$ cat config.mk
export PLATFORM = sky130hd
export DESIGN_NAME = shift_add_multiplier
export DESIGN_NICKNAME = d
export VERILOG_FILES = /design/src/rtl/shift_add_multiplier.sv
export SDC_FILE = /design/constraint.sdc
export NUM_CORES = 1
export LEC_CHECK = 0
export CORE_MARGIN = 4
export CORE_UTILIZATION = 53
export DETAILED_ROUTE_END_ITERATION = 7
export PLACE_DENSITY = 0.84
export SETUP_SLACK_MARGIN = 0.5
export SLEW_MARGIN = 0
export SYNTH_ARGS = -nofsm -noshare
export SYNTH_HDL_FRONTEND = slang
export SYNTH_SLANG_ARGS = --single-unit
$ cat constraint.sdc
create_clock -name clock -period 10.6 [get_ports clock]
set_input_delay 2.12 -clock clock [delete_from_list [all_inputs] [get_ports clock]]
set_output_delay 2.12 -clock clock [all_outputs]
set_load 0.01 [all_outputs]
$ cat src/rtl/shift_add_multiplier.sv
// Iterative signed 32x32 shift-add multiplier.
// One multiplier bit is retired per cycle. The bit-31 step subtracts the
// shifted multiplicand because that bit carries weight -2^31 in two's
// complement. The block returns the low 32 product bits, a signed-overflow
// flag and a single-cycle ready pulse.
//
// state  | meaning
// -------+-------------------------------------------------------------
// S_IDLE | waiting for ctrl_MULT; outputs hold the last result
// S_RUN  | one partial-product step per edge, count = 0..31
// S_DONE | one cycle: data_resultRDY=1, result/exception valid
module shift_add_multiplier #(
    parameter int WIDTH = 32,
    parameter int CNT_W = 5
) (
    input  logic             clock,
    input  logic             resetn,
    input  logic             ctrl_MULT,
    input  logic [WIDTH-1:0] data_A,
    input  logic [WIDTH-1:0] data_B,
    output logic [WIDTH-1:0] data_result,
    output logic             data_exception,
    output logic             data_resultRDY,
    output logic             busy
);

    typedef enum logic [1:0] {
        S_IDLE = 2'd0,
        S_RUN  = 2'd1,
        S_DONE = 2'd2
    } state_t;

    state_t                 r_state;
    logic [CNT_W-1:0]       r_count;
    logic [2*WIDTH-1:0]     r_acc;
    logic [WIDTH-1:0]       r_mcand_a;
    logic [WIDTH-1:0]       r_mcand_b;
    logic [WIDTH-1:0]       r_result;
    logic                   r_exc;
    logic                   r_rdy;
    logic                   r_busy;

    logic [2*WIDTH-1:0]     w_addend;
    logic                   w_last;
    logic                   w_bit;
    logic [2*WIDTH-1:0]     w_acc_next;
    logic                   w_exc_next;

    // Partial-product step for the current count; also flags the final step
    always_comb begin
        w_addend   = {{WIDTH{r_mcand_a[WIDTH-1]}}, r_mcand_a} << r_count;
        w_last     = (r_count == CNT_W'(WIDTH - 1));
        w_bit      = r_mcand_b[r_count];
        w_acc_next = r_acc;
        if (w_bit) begin
            if (w_last) begin
                w_acc_next = r_acc - w_addend;
            end else begin
                w_acc_next = r_acc + w_addend;
            end
        end
        // Overflow when the upper half is not a pure sign extension of bit 31
        w_exc_next = (w_acc_next[2*WIDTH-1:WIDTH] != {WIDTH{w_acc_next[WIDTH-1]}});
    end

    // Controller FSM with registered outputs
    always_ff @(posedge clock) begin
        if (!resetn) begin
            r_state   <= S_IDLE;
            r_count   <= '0;
            r_acc     <= '0;
            r_mcand_a <= '0;
            r_mcand_b <= '0;
            r_result  <= '0;
            r_exc     <= 1'b0;
            r_rdy     <= 1'b0;
            r_busy    <= 1'b0;
        end else begin
            case (r_state)
                S_IDLE: begin
                    r_rdy <= 1'b0;
                    if (ctrl_MULT) begin
                        r_mcand_a <= data_A;
                        r_mcand_b <= data_B;
                        r_acc     <= '0;
                        r_count   <= '0;
                        r_busy    <= 1'b1;
                        r_state   <= S_RUN;
                    end
                end
                S_RUN: begin
                    // ctrl_MULT is deliberately not looked at here
                    r_acc   <= w_acc_next;
                    r_count <= r_count + CNT_W'(1);
                    if (w_last) begin
                        r_result <= w_acc_next[WIDTH-1:0];
                        r_exc    <= w_exc_next;
                        r_rdy    <= 1'b1;
                        r_busy   <= 1'b0;
                        r_state  <= S_DONE;
                    end
                end
                S_DONE: begin
                    r_rdy <= 1'b0;
                    if (ctrl_MULT) begin
                        r_mcand_a <= data_A;
                        r_mcand_b <= data_B;
                        r_acc     <= '0;
                        r_count   <= '0;
                        r_busy    <= 1'b1;
                        r_state   <= S_RUN;
                    end else begin
                        r_state <= S_IDLE;
                    end
                end
                default: begin
                    r_rdy   <= 1'b0;
                    r_busy  <= 1'b0;
                    r_state <= S_IDLE;
                end
            endcase
        end
    end

    assign data_result    = r_result;
    assign data_exception = r_exc;
    assign data_resultRDY = r_rdy;
    assign busy           = r_busy;

endmodule

== After elaboration in Yosys (flattened, before gate mapping) ==
Cells that the tools add are included.
Word-level totals
  bits in registers: 170
  output and inout port bits: 35
  logic and storage cells: 45
Cells by class
  $add $sub $neg: 3
  $lt $le $gt $ge: 1
  equal/unequal tests: 7
  shift-type cells: 1
  mux-type cells: 15
  reduce and logical (&&, ||, !) cells: 9
Operator list (number)
  two-way mux 64 bit: 3
  one-hot mux 64 bit (2 select lines): 1
  adder 64 bit: 1
  << shifter 64 x 5 -> 64 bit: 1
  subtractor 64 bit: 1
  != test 32 bit: 1
  AND reduction 2 bit: 6
  one-hot mux 5 bit (2 select lines): 1
  less-than comparator 5 x 6 -> 1 bit (second input constant): 1
  one-hot mux 2 bit (3 select lines): 1
  adder 5 x 1 -> 5 bit (second input constant): 1
  binary-select mux 1 bit (select 5 bit): 1
  == test 5 bit (second input constant): 1
  two-way mux 5 bit: 1
  two-way mux 1 bit: 4
  two-way mux 2 bit: 2
  != test 2 bit (second input constant): 2
  == test 2 x 1 -> 1 bit (second input constant): 1
  == test 2 bit (second input constant): 1
  zero test 2 bit: 1
  != test 2 x 1 -> 1 bit (second input constant): 1
  one-hot mux 1 bit (2 select lines): 1
  nonzero test 2 bit: 1
  OR reduction 2 bit: 1

== Longest topological paths before layout ==
Gate-level depths: netlist of run 1.
  depth after elaboration: 5
  depth in mapped cells: 33
  mapped depth without buffers: 29

== Worst setup path before layout of run 1 ==
No wires, ideal clock.
  kind: register -> register
  start point: register r_count[4]
  end point: register r_exc, in the netlist data_exception
  data arrival time: 6.329 ns
  data required time: 10.476 ns
  path slack: 4.147 ns
  cell stages (with the launch flop): 28
  buffers on the path: 6
  cell sequence: dfxtp_1 clkbuf_1 clkbuf_1 clkbuf_1 buf_1 clkbuf_1 or3_1 ha_1 o21a_1 nand3b_1 a2111oi_4 nand4_1 nor4_2 and3_1 a21oi_1 xor2_1 ha_1 clkbuf_1 and3_1 a311o_1 a21oi_1 xor2_1 nand2_1 o21ai_0 or4_1 or4_1 mux2i_1 a31oi_1
Between the ends
  word-level cells in the longest chain between the ends: 5
  elaborated cells on any way between the ends: 10
  classes of those cells: add/sub: 2; eq/ne: 2; shift: 1; mux: 4; reduce/logical: 1
Ends and longest elaborated chain
  from (decl): line 34  | logic [CNT_W-1:0] r_count;
  from (signal assigned): line 94  | r_count <= r_count + CNT_W'(1);
  << shifter 64 x 5 -> 64 bit: line 51  | w_addend = {{WIDTH{r_mcand_a[WIDTH-1]}}, r_mcand_a} << r_count;
  adder 64 bit or subtractor 64 bit (tied branches): line 59, 57
  two-way mux 64 bit: line 56  | if (w_last) begin
  two-way mux 64 bit: line 55  | if (w_bit) begin
  != test 32 bit: line 63  | w_exc_next = (w_acc_next[2*WIDTH-1:WIDTH] != {WIDTH{w_acc_next[WIDTH-1]}});
  to (signal assigned): line 97  | r_exc <= w_exc_next;
  to (decl): line 39  | logic r_exc;
Parallel ways exist; a longest one is shown, timed or not. The select of a mux whose other input is x is not followed.
A chain may end at the register's enable or synchronous reset.

== Worst setup path in the final report of run 1 ==
  start point: register r_count[3]
  end point: register r_exc, in the netlist data_exception
Same word-level chain as after synthesis.

==> flow_metrics.py, run 1 <==
metrics = {
    "run_status": {
        "status": "finished clean",
    },
    "worst_hold_path": {
        "hold_end": "r_mcand_b[8]",
        "min-delay-start": "r_mcand_b[8]",
        "hold_depth": 2,
        "hold_path.class": "reg2reg",
    },
    "clock_network": {
        "clk_transition_reported_paths_ps": 80,
        "cts.hold.buffers_added": 0,
        "cts_sinks": 170,
        "clkLatencyLatePin_ps": 460,
        "numCtsBuffers": 17,
        "htreeDepth": 4,
        "cts_tree": "built",
        "post-cts-setup-buffers": 0,
        "cts.repair.resized": 0,
        "cts-root-buf": "clkbuf_16",
        "cts_buffer_depth": 2,
    },
    "power_and_ir_drop": {
        "p_leak_nw": 6.42,
        "power_density_nw_per_um2": 109,
        "peakVddDrop_mv": 0.0982,
    },
    "setup_path": {
        "cp_common_cell": "a21oi_1",
        "worst-path-buf-inv": 2,
        "r2r_cells": 25,
        "crit_slowest_cell": "buf_4",
        "worstPathMaxFanout": 65,
        "crit_path_start_kind": "flop",
        "critical-path-max-stage-delay_ps": 690,
        "critPathRequiredTime_ps": 10920,
        "worstSetupPathType": "reg2reg",
        "r2r-end": "data_exception",
        "crit_arrival_ps": 8490,
        "regToRegStartpoint": "r_count[3]",
        "r2r_setup_slack_ps": 2430,
        "end_kind": "flop",
        "cp_top_family": "simple AND/OR/NAND/NOR gates",
        "cp.depth": 25,
    },
    "layout": {
        "syn2layout_area_growth_pct": 9.82,
        "drive_above_1_share_pct": 8.22,
        "design_area_sq_um": 17500,
        "antenna_cells": 0,
        "fin_nets": 2189,
    },
    "floorplan": {
        "core_region_area_sq_um": 29600,
        "placementRows": 63,
        "die-area_sq_um": 32900,
        "initial_core_util_pct": 53.7,
        "dieHeight_um": 181,
        "die_w_um": 181,
        "ios": 102,
    },
    "placement": {
        "hpwlAfterDp_mm": 37.6,
        "dpl_cell_area_sq_um": 16900,
        "io_buffers": 101,
        "place_congestion": 0.998,
    },
    "sta": {
        "hold_slack_ps": 457,
        "timing.final.crit_share_pct": 77.1,
        "skew_ps": 19.1,
        "clock.fmax_mhz": 122,
        "worstMarginPinSlew_ps": 1210,
        "min_period_ps": 8170,
        "setup_viol": 0,
        "fin_tns_setup_ps": 0,
        "rsz0062_at_grt": "no",
        "slew_headroom_pct": 19.0,
        "slew_viol_final": 0,
        "hold_violations": 0,
    },
    "detailed_routing": {
        "vias": 16100,
        "drtIter0Drc": 1853,
        "drt-total-wl_mm": 50.9,
        "via_per_inst": 6.54,
        "routedWlPerCell_um": 20.7,
        "dr.pass1.iters": 6,
        "drc_errors": 0,
        "ant_nets": 0,
    },
    "yosys": {
        "synth.most_common_cell": "nand2_1",
        "synth_nets": 2200,
        "ys_top_cells_by_count": "339 x nand2_1, 202 x a21oi_1, 177 x nor2_1, 170 x dfxtp_1, 132 x o21ai_0",
        "synth_edf_count": 0,
        "synth_ff_type": "dfxtp_1",
        "synthesis.area_sq_um": 15900,
        "synth_seq_cells": 170,
        "yosys_warnings": 0,
        "yosys.area.top_type_share_pct": 21.4,
        "async_reset_ff_share_pct": 0,
        "netlist_top_cells_area": "dfxtp_1 21%, nand2_1 8.0%, mux4_2 7.6%, a21oi_1 6.3%, ha_1 5.2%",
        "netlist-cell-type-count": 99,
        "avgSynthCellArea_sq_um": 7.71,
        "postSynthCellCount": 2066,
        "ys_seq_area_share_pct": 21.4,
        "synth_area_leader_cell": "dfxtp_1",
    },
    "global_routing": {
        "grt_first_pass_wirelength_mm": 80.4,
        "grt_pass1_vias": 14900,
        "grt_max_degree": 80,
        "grtUsageTotal_pct": 29.7,
        "overflow": 0,
        "antenna_found_initial": 0,
    },
    "flow_run": {
        "drv_cap": 0,
    },
}
logic make-up after synthesis:
logic type / synth area share (%)
DFF: 21.4
xor gates and xnor gates: 6.05
AOI/OAI and AO/OA: 26.3
buffers and inverters: 5.25
and+or+nand+nor: 21.7
adders and majority gates: 5.31
muxes: 14.0
metal layers:
| metal | vias to the layer above | wire (um) | track usage [%] |
|---|---|---|---|
| met1 | 7569 | 21600 | 41.0 |
| met3 | 112 | 4590 | 4.91 |
| met2 | 842 | 23000 | 47.3 |
| li1 | 7560 | - | - |
| met4 | 0 | 1620 | 10.1 |
| met5 | - | 0 | 0 |
metrics by stage:
stage               worst slack, ps  total power [mW]  cells  util [%]
floorplan                      4150              1.09   2066         -
global placement               2890              1.22   2426      56.9
detailed placement             2660              1.23   2426      56.9
CTS                            2610              1.90   2458      59.0
global route                   1740              1.99   2458      59.0
finish                         2430              1.91   2458      59.0
cells in the final DEF (no fill, tap or decap), types with 27 or more instances in the layout:
cell type / synthesis / routed
nor2_1: 177 / 176
nor3_1: 41 / 40
and2_1: 27 / 27
nand2_1: 339 / 339
ha_1: 66 / 65
mux4_2: 54 / 54
a22o_1: 43 / 43
o21ai_0: 132 / 132
a31oi_1: 29 / 29
xnor2_1: 64 / 64
xor2_1: 46 / 46
a21o_1: 39 / 39
dfxtp_1: 170 / 165
a21oi_1: 202 / 202
mux2i_1: 74 / 73
clkdlybuf4s50_1: 0 / 101
report_power, final:
group | switching (mW) | internal (mW) | total [mW] | leakage, nW
clock network | 0.332 | 0.343 | 0.674 | 0.300
logic | 0.331 | 0.220 | 0.551 | 4.74
registers | 0.0282 | 0.657 | 0.685 | 1.38
flip-flops by register name, indices dropped and copies added (netlist names):
register / count
data_resultRDY: 1
busy: 1
r_state: 2
r_mcand_a: 32
r_mcand_b: 32
r_count: 5
r_acc: 64
data_exception: 1
data_result: 32
worst max-delay path by stage:
stage	start	end	slack (ps)
final	r_count[3]	data_exception	2430
after global routing	r_count[3]	data_exception	1740
after CTS	r_count[3]	data_exception	2610
after detailed placement	r_count[3]	data_exception	2660
after global placement	r_count[3]	data_exception	2890
after floorplan	r_count[4]	data_exception	4150
worst reg2reg max path, stage by stage, from the launching register on:
cell and delay (ps):
dfxtp_2 590, buf_4 690, inv_1 670, nand2_1 490, nor3_1 120, a2111oi_1 580, and2_1 240, and4_1 310
nor2b_1 290, nor2b_1 300, a21oi_1 130, xor2_1 200, ha_1 430, a21oi_1 120, o21ai_0 260, a31oi_1 60
and3_1 190, a21oi_1 400, a21oi_1 300, xor2_1 200, nand2_1 90, o21ai_0 130, or4_1 530, or4_1 470
mux2i_1 160, a31oi_1 100
layout make-up:
| cell class | instances | area (sq um) |
|---|---|---|
| clock buffer | 17 | 425 |
| clock inverter | 15 | 201 |
| fill | 2716 | 12200 |
| inverter | 30 | 113 |
| multi-input combinational | 1719 | 11700 |
| sequential | 170 | 3410 |
| tap | 390 | 488 |
| timing repair buffer | 117 | 1130 |
No activity file was read; power rests on OpenSTA's default activity.
==> inputs of run 2 (changes only) <==
--- a/config.mk
+++ b/config.mk
@@ -8,7 +8,7 @@
 export CORE_MARGIN = 4
 export CORE_UTILIZATION = 53
 export DETAILED_ROUTE_END_ITERATION = 7
-export PLACE_DENSITY = 0.84
+export PLACE_DENSITY = 0.86
 export SETUP_SLACK_MARGIN = 0.5
 export SLEW_MARGIN = 0
 export SYNTH_ARGS = -nofsm -noshare
==> constraint.sdc (replaced) <==
create_clock -name clock -period 7.3 [get_ports clock]
set_input_delay 1.46 -clock clock [delete_from_list [all_inputs] [get_ports clock]]
set_output_delay 1.46 -clock clock [all_outputs]
set_load 0.01 [all_outputs]
==> run 2 against run 1 <==
  * Core utilization is 3.4 points higher
  * Die area unchanged
  * Via count grew 4.6%
  * Sequential power rose by 46%
  * The flow now finishes with violations (DRC)
  * Global-route usage increased by 0.75 points
  * Clock power is 42% higher
  * Critical path depth unchanged
  * Sequential share of layout area is 1.0 points lower
  * Maximum frequency increased by 21%
==> flow_metrics.py, run 2 (same netlist as run 1, synthesis figures left out) <==
metrics = {
    "sta": {
        "fin_tns_setup_ps": 0,
        "rsz0062_at_grt": "no",
        "clock.fmax_mhz": 148,
        "setup_viol": 0,
        "slew_viol_final": 0,
        "skew_ps": 13.4,
        "worstMarginPinSlew_ps": 1280,
        "hold_slack_ps": 460,
        "hold_violations": 0,
        "min_period_ps": 6740,
        "slew_headroom_pct": 14.4,
        "timing.final.crit_share_pct": 92.3,
        "fin_ws_ps": 559,
    },
    "setup_path": {
        "worstSetupPathType": "reg2reg",
        "crit_arrival_ps": 7080,
        "r2r_setup_slack_ps": 560,
        "critPathRequiredTime_ps": 7630,
        "worstPathMaxFanout": 10,
        "crit_path_start_kind": "flop",
        "end_kind": "flop",
    },
    "clock_network": {
        "htreeDepth": 4,
        "clkLatencyLatePin_ps": 460,
        "cts-root-buf": "clkbuf_16",
        "cts.hold.buffers_added": 0,
        "numCtsBuffers": 17,
        "cts_sinks": 170,
        "cts_buffer_depth": 2,
        "clk_transition_reported_paths_ps": 70,
        "cts_tree": "built",
    },
    "run_status": {
        "failed_checks": "DRC",
        "status": "finished with violations",
    },
    "detailed_routing": {
        "via_per_inst": 6.64,
        "drc_errors": 4,
        "drt-total-wl_mm": 54.1,
        "ant_nets": 0,
        "vias": 16800,
        "dr.pass1.iters": 8,
        "drtIter0Drc": 2190,
        "routedWlPerCell_um": 21.4,
    },
    "layout": {
        "antenna_cells": 0,
        "final_cell_mix": "338 x nand2_1, 194 x a21oi_1, 172 x nor2_1, 165 x dfxtp_1, 125 x o21ai_0",
        "design_area_sq_um": 18500,
        "drive_above_1_share_pct": 14.3,
        "largest_reg_flops": 64,
        "fin_cells": 2532,
        "fin_nets": 2264,
        "layout_commonest_cell": "nand2_1",
        "syn2layout_area_growth_pct": 16.2,
        "regMostFlops": "r_acc",
        "fillers": 2502,
        "finish.utilization_pct": 62.4,
    },
    "power_and_ir_drop": {
        "p_switching_uw": 984,
        "pwr-share-comb_pct": 30.8,
        "p_clk_share_pct": 33.9,
        "peakVddDrop_mv": 0.187,
        "swShare_pct": 34.9,
        "p_leak_nw": 6.91,
        "power_mw": 2.82,
        "power_density_nw_per_um2": 152,
        "pwr-share-seq_pct": 35.3,
        "intPower_mw": 1.84,
    },
    "placement": {
        "place_ws_ps": -4.71,
        "io_buffers": 101,
        "place_congestion": 1.01,
        "dpl_cell_area_sq_um": 17100,
        "hpwlAfterDp_mm": 38.7,
        "placed_cells": 2458,
    },
    "global_routing": {
        "antenna_found_initial": 0,
        "gr-usage-met2_pct": 48.7,
        "overflow": 0,
        "grt_max_degree": 75,
        "grt_use_met3_pct": 6.02,
        "grt_first_pass_wirelength_mm": 82.2,
        "grt_pass1_vias": 15200,
        "grtUsageTotal_pct": 30.5,
        "met1_usage_pct": 41.1,
        "top_usage_layer": "met2",
    },
    "flow_run": {
        "drv_cap": 0,
    },
    "floorplan": {
        "ios": 102,
        "die_w_um": 181,
        "initial_core_util_pct": 53.7,
        "die-area_sq_um": 32900,
        "core_region_area_sq_um": 29600,
        "placementRows": 63,
        "dieHeight_um": 181,
    },
    "worst_hold_path": {
        "hold_path.class": "reg2reg",
    },
}
run 2: final timing paths:
check                                      end         start  depth (start not counted)
worst max-delay path            data_exception    r_count[3]                         25
worst min-delay path              r_mcand_b[6]  r_mcand_b[6]                          2
worst max register to register  data_exception    r_count[3]                         25
worst min register to register    r_mcand_b[6]  r_mcand_b[6]                          2
run 2: layout make-up:
type                    instances  area, sq um  area share [%]
inverters                      30          115           0.622
clock inverters                13          156           0.845
flip-flops and latches        170         3420            18.5
clock buffers                  18          439            2.37
repair buffers                192         1810            9.77
well taps                     390          488            2.64
multi-input cells            1719        12100            65.3
run 2: power by group through the flow:
stage / clock, mW / sequential (mW) / combinational [mW]
floorplan: 0 / 0.993 / 0.593
global placement: 0 / 1.01 / 0.763
detailed placement: 0 / 1.02 / 0.781
CTS: 0.961 / 0.995 / 0.791
global route: 0.999 / 0.999 / 0.930
finish: 0.956 / 0.997 / 0.867
run 2: per-layer routing:
metal,wire length [um],up-vias
met4,2210,0
met1,22200,7877
met5,0,-
met3,5140,208
li1,-,7723
met2,24600,1013
run 2: repair_timing:
item	CTS	global route
pin swaps	1	25
setup endpoints to repair	3	5
cloned	0	2
gates resized for setup	13	91
buffers inserted	4	37
run 2: worst max-delay path, cell delays in order, from the launching register on:
cell and delay, ps:
dfxtp_4 440, buf_4 250, mux2i_1 350, mux2i_1 160, mux4_2 530, mux2_4 300, nor4b_4 360, nand3_4 170
nor4b_4 370, and2_4 220, nor2_1 50, xor2_1 280, ha_2 390, a21oi_1 200, o21ai_0 150, a21oi_1 150
o21ai_0 150, o21bai_1 250, o311ai_4 190, xnor2_1 160, nor2_1 90, a21oi_1 80, or4_1 570, or4_1 490
mux2i_1 150, a31oi_1 100
